**src/rtl/slurm32_prefetch_pkg.sv**
```systemverilog
// rtl/slurm32_prefetch_pkg.sv - shared types and constants for the instruction prefetch buffer
package slurm32_prefetch_pkg;

  typedef logic [31:0] addr_t;
  typedef logic [31:0] word_t;

  typedef enum logic [1:0] {
    IDLE    = 2'd0,
    FETCH   = 2'd1,
    DISCARD = 2'd2
  } prefetch_state_t;

  localparam addr_t INSTR_STRIDE = 32'd4;

  // Word-granular address compare; byte offset bits are carried but never matter.
  function automatic logic same_word(input addr_t a, input addr_t b);
    return a[31:2] == b[31:2];
  endfunction

endpackage

```
**src/rtl/slurm32_prefetch_fifo.sv**
```systemverilog
// rtl/slurm32_prefetch_fifo.sv - synchronous word FIFO with flush, count and head output
module slurm32_prefetch_fifo
  import slurm32_prefetch_pkg::*;
#(
  parameter int unsigned DEPTH = 4,
  localparam int unsigned PW = $clog2(DEPTH),
  localparam int unsigned CW = $clog2(DEPTH + 1)
) (
  input  logic          clk,
  input  logic          rst,
  input  logic          push,
  input  word_t         push_data,
  input  logic          pop,
  input  logic          flush,
  output logic [CW-1:0] count,
  output word_t         head
);

  word_t         mem [DEPTH];
  logic [PW-1:0] rd_ptr;
  logic [PW-1:0] wr_ptr;

  assign head = mem[rd_ptr];

  // Storage write; a flushed push is dropped so stale data never lands.
  always_ff @(posedge clk) begin
    if (push && !flush) begin
      mem[wr_ptr] <= push_data;
    end
  end

  // Pointers and occupancy; flush wins over push and pop.
  always_ff @(posedge clk) begin
    if (rst || flush) begin
      rd_ptr <= '0;
      wr_ptr <= '0;
      count  <= '0;
    end else begin
      if (push) begin
        wr_ptr <= wr_ptr + 1'b1;
      end
      if (pop) begin
        rd_ptr <= rd_ptr + 1'b1;
      end
      case ({push, pop})
        2'b10:   count <= count + 1'b1;
        2'b01:   count <= count - 1'b1;
        default: count <= count;
      endcase
    end
  end

endmodule

```
**src/rtl/slurm32_instruction_prefetch.sv**
```systemverilog
// rtl/slurm32_instruction_prefetch.sv - sequential instruction prefetch with redirect flush
module slurm32_instruction_prefetch
  import slurm32_prefetch_pkg::*;
#(
  parameter int unsigned DEPTH      = 4,
  parameter addr_t       RESET_ADDR = 32'h00000000
) (
  input  logic        CLK,
  input  logic        RST,
  input  logic        instruction_request,
  input  logic [31:0] instruction_address,
  output logic        instruction_valid,
  output logic [31:0] instruction_out,
  output logic        mem_rd,
  output logic [31:0] mem_addr,
  input  logic        mem_valid,
  input  logic [31:0] mem_data
);

  localparam int unsigned CW = $clog2(DEPTH + 1);

  prefetch_state_t state;
  addr_t           head_addr;
  addr_t           fetch_addr;
  logic [CW-1:0]   fifo_count;
  word_t           fifo_head;

  logic head_match;
  logic hit;
  logic redirect;
  logic issue;
  logic push;

  assign head_match = same_word(instruction_address, head_addr);
  assign hit        = instruction_request && (fifo_count != '0) && head_match;
  assign redirect   = instruction_request && !head_match;
  // The push slot is claimed at issue time, so checking occupancy in IDLE is enough.
  assign issue      = (state == IDLE) && (fifo_count < CW'(DEPTH)) && !redirect;
  assign push       = (state == FETCH) && mem_valid && !redirect;

  assign instruction_valid = hit;
  assign instruction_out   = hit ? fifo_head : '0;

  slurm32_prefetch_fifo #(
    .DEPTH(DEPTH)
  ) u_fifo (
    .clk       (CLK),
    .rst       (RST),
    .push      (push),
    .push_data (mem_data),
    .pop       (hit),
    .flush     (redirect),
    .count     (fifo_count),
    .head      (fifo_head)
  );

  // Demand-side and fetch-side address tracking; a redirect restarts both at the new target.
  always_ff @(posedge CLK) begin
    if (RST) begin
      head_addr  <= RESET_ADDR;
      fetch_addr <= RESET_ADDR;
    end else begin
      if (redirect) begin
        head_addr <= instruction_address;
      end else if (hit) begin
        head_addr <= head_addr + INSTR_STRIDE;
      end
      if (redirect) begin
        fetch_addr <= instruction_address;
      end else if (issue) begin
        fetch_addr <= fetch_addr + INSTR_STRIDE;
      end
    end
  end

  // Read FSM: one outstanding read; a redirect mid-read lets the old read finish and drops it.
  always_ff @(posedge CLK) begin
    if (RST) begin
      state    <= IDLE;
      mem_rd   <= 1'b0;
      mem_addr <= RESET_ADDR;
    end else begin
      case (state)
        IDLE: begin
          if (issue) begin
            mem_addr <= fetch_addr;
            mem_rd   <= 1'b1;
            state    <= FETCH;
          end
        end
        FETCH: begin
          if (mem_valid) begin
            mem_rd <= 1'b0;
            state  <= IDLE;
          end else if (redirect) begin
            state <= DISCARD;
          end
        end
        DISCARD: begin
          if (mem_valid) begin
            mem_rd <= 1'b0;
            state  <= IDLE;
          end
        end
        default: begin
          mem_rd <= 1'b0;
          state  <= IDLE;
        end
      endcase
    end
  end

endmodule

```
**config.mk**
```make
export PLATFORM = sky130hd
export DESIGN_NAME = slurm32_instruction_prefetch
export DESIGN_NICKNAME = d
export VERILOG_FILES = /design/src/rtl/slurm32_prefetch_pkg.sv /design/src/rtl/slurm32_prefetch_fifo.sv /design/src/rtl/slurm32_instruction_prefetch.sv
export SDC_FILE = /design/constraint.sdc
export NUM_CORES = 1
export LEC_CHECK = 0
export CORE_MARGIN = 5
export CORE_UTILIZATION = 40
export DETAILED_ROUTE_END_ITERATION = 10
export GPL_TIMING_DRIVEN = 0
export PLACE_DENSITY = 0.69
export SYNTH_ARGS = -nofsm -noshare
export SYNTH_HDL_FRONTEND = slang
export SYNTH_SLANG_ARGS = --single-unit
```
**constraint.sdc**
```tcl
create_clock -name CLK -period 9.5 [get_ports CLK]
set_input_delay 1.425 -clock CLK [delete_from_list [all_inputs] [get_ports CLK]]
set_output_delay 1.425 -clock CLK [all_outputs]
set_load 0.01 [all_outputs]
```
==> metrics.txt, run 1 <==
final setup fails=0; minimum clock period=5.87 ns; clock slew at reported path FFs=0.06 ns; hpwl dp=19.0 mm; buffers inserted by post-CTS timing repair=0; Die Wd=172 microns; site row count=59; Antenna Nets Post-Route=0; CP startpoint kind=primary input; n_diodes=0; PostCTS Resize Cnt=0; Max-Cap Viols=0; IO Count=134; Avg Synthesized Cell Area=11.7 sq um; PD cells=180 nW/um^2; yosys warns=0; crit path capture=instruction_out[24]; clk_skew=0.0105 ns; CP endpoint kind=output pin; placed cell area=12,200 sq um; Syn Nets=976; # clock sinks=234; Post-Syn Instances=897; worst endpoint required time=8.08 ns; Power Total=2.36 mW; Hold Slack=0.466 ns; Final Util=0.506; setup TNS=0 ns; fmax=170 MHz; Hold Buf Count CTS=0; R2R Path Start=head_addr[14]$_SDFFE_PP0P_; library cells used by synthesis=58; RSZ-0062 raised after global routing=false; port bufs=132; layout cell share with drive strength beyond 1=0.0964; R2R depth=9; total grt overflow=0; EDFF count, synth=128; Critical Path Fanout Max=10; die area=29,600 sq um; pin count of the biggest net entering global routing=33; clock buffer depth=3; CTS tree=built; max-slew violations=0; Routed WL=26.7 mm; Layout Area Growth over Synthesis=25.3%; Peak VDD IR=0.136 mV; setup ws final=3.63 ns; Total Routing Usage GR=0.176; WL per Instance=18.9 microns; FF-to-FF End=u_fifo.mem[1][24]$_DFFE_PP_; initial core utilization=0.404; Final Hold Fails=0; Num CTS Buffers=27; drt drc=0; vias per inst=5.42; Tcrit/Tclk final=0.618; Synth async-reset ratio=0; first-pass GRT wire length=41.2 mm; via count=7,657; CTS H-tree depth=1; post-route cell area=13,200 sq um; Finished Layout Cells=1,414; DP Cell Count=1,364; Slew @ Worst Pin=1.02 ns; DRT iter0 DRCs=628; vias in the first global route=7,445; fin nets=1,137; relative slew slack=0.315; Post-Syn Area=10,500 sq um; Worst Path Arrival=4.45 ns; Die Span Y=172 microns; clock root buffer=clkbuf_16; Hold WC Path Type=reg2reg; most frequent cells in the layout=132 x clkdlybuf4s50_1, 128 x edfxtp_1, 106 x dfxtp_1; DRT Pass-1 Iters=5; Crit Path Category=in2out; Pleak=4.15 nW; Synth Register Bits=234; pre-CTS WS=3.61 ns; crit path from=instruction_address[29]; R2R setup slack=5.96 ns; Clk Latency, worst-skew pair=0.54 ns; core area=26,000 sq um; GP Congestion=0.930; top_reg_cell synth=edfxtp_1; initial antenna violation count=1; status=complete, no violations; most common cell after layout, fill and taps aside=clkdlybuf4s50_1; sequential element share of the synthesized area=0.568
[power breakdown]
part           total (mW)  switching, mW  internal [mW]
Sequential           1.12         0.0255           1.10
Combinational       0.188          0.101         0.0867
Clock                1.05          0.421          0.631
[cells by family (layout without fill, tap and decap cells)]
family	Yosys count	in the layout	share of synthesized area
simple gates	314	314	0.168
flops	234	234	0.568
compound gates	157	157	0.0896
buf+inv	76	258	0.0297
xor+xnor	68	68	0.0567
mux	37	37	0.0734
fa+ha+maj	11	11	0.0138
[flip-flops by register name (all words and copies together), names as in the netlist, named ones only]
| register | flops |
|---|---|
| u_fifo.count | 3 |
| u_fifo.rd_ptr | 2 |
| head_addr | 30 |
| u_fifo.wr_ptr | 2 |
| fetch_addr | 32 |
| mem_rd | 1 |
| state | 2 |
| u_fifo.mem | 128 |
| mem_addr | 32 |
[worst max-delay path, cell delays in order]
cell,delay [ns]
clkdlybuf4s50_1,0.67
xnor2_1,0.18
nand4_1,0.17
nor4_4,0.47
nand3_2,0.31
clkbuf_1,0.35
nor2b_1,0.28
clkdlybuf4s50_1,0.59
[worst min path at each step]
stage	start	end	slack, ns	depth (start not counted)
floorplan	fetch_addr[0]$_SDFFE_PP0P_	fetch_addr[0]$_SDFFE_PP0P_	0.43	2
global placement	fetch_addr[0]$_SDFFE_PP0P_	fetch_addr[0]$_SDFFE_PP0P_	0.44	2
detailed placement	fetch_addr[0]$_SDFFE_PP0P_	fetch_addr[0]$_SDFFE_PP0P_	0.45	2
CTS	fetch_addr[0]$_SDFFE_PP0P_	fetch_addr[0]$_SDFFE_PP0P_	0.46	2
global route	fetch_addr[0]$_SDFFE_PP0P_	fetch_addr[0]$_SDFFE_PP0P_	0.49	2
finish	fetch_addr[0]$_SDFFE_PP0P_	fetch_addr[0]$_SDFFE_PP0P_	0.47	2
[cell usage after synthesis (all sizes together) (2+ instances only)]
master   count  area (sq um)
o2bb2ai      2          17.5
nor2b       34           213
clkbuf      40           153
or3b        28           245
and3         5          31.3
o21a         2          15.0
dfxtp      106          2120
mux4        32           721
nand3       38           195
xnor2       57           499
or4          2          15.0
a21oi       55           279
mux2i        5          50.1
o211ai       6          45.0
buf         16          83.8
nor4        10          92.6
a211oi      20           150
a311oi       2          17.5
nand2       70           263
inv         19          71.3
a31oi       21           131
ha          10           125
a2bb2oi      2          17.5
edfxtp     128          3840
nor2        44           165
and2         7          43.8
nand4       29           181
or3         19           119
xor2        11          96.3
o21ai       38           190
or4b         4          40.0
nand4b       3          26.3
nor3        11          55.1
and4         5          43.8
[final cells by class]
type	count	area [sq um]
fill	2289	12800
buffer	56	236
clock inverter	17	183
timing repair buffer	132	1320
tap	335	419
clock buffer	33	728
sequential	234	5970
multi-input combinational	587	4230
inverter	20	75.1
[routing by layer]
layer | track usage | routed length, microns | up-vias
met3 | 0.0352 | 2000 | 50
met1 | 0.240 | 11600 | 3654
li1 | - | - | 3667
met2 | 0.287 | 12500 | 284
met4 | 0.0533 | 680 | 2
met5 | 0 | 11 | -
Note: power is estimated with default switching activity, not from simulation.
==> inputs of run 2 (changes only) <==
- clock period: 9.5 -> 6.1 ns (I/O delays scaled with it)
==> results of run 2 <==
The final DEF is identical to that of run 1. Status: complete, no violations.
Among the figures that moved: setup slack after placement 3.61 ns -> 1.23 ns; setup slack after layout 3.63 ns -> 1.25 ns; register-to-register setup slack 5.96 ns -> 2.56 ns; total power 2.36 mW -> 3.68 mW; worst IR drop on VDD 0.136 mV -> 0.211 mV
==> inputs of run 3 (changes only) <==
- clock period: 6.1 -> 4.8 ns (I/O delays scaled with it)
==> results of run 3 <==
The final DEF is identical to that of run 1. Status: complete, no violations.
Among the figures that moved: setup slack after placement 3.61 ns -> 0.320 ns; setup slack after layout 3.63 ns -> 0.337 ns; register-to-register setup slack 5.96 ns -> 1.26 ns; total power 2.36 mW -> 4.67 mW; worst IR drop on VDD 0.136 mV -> 0.269 mV
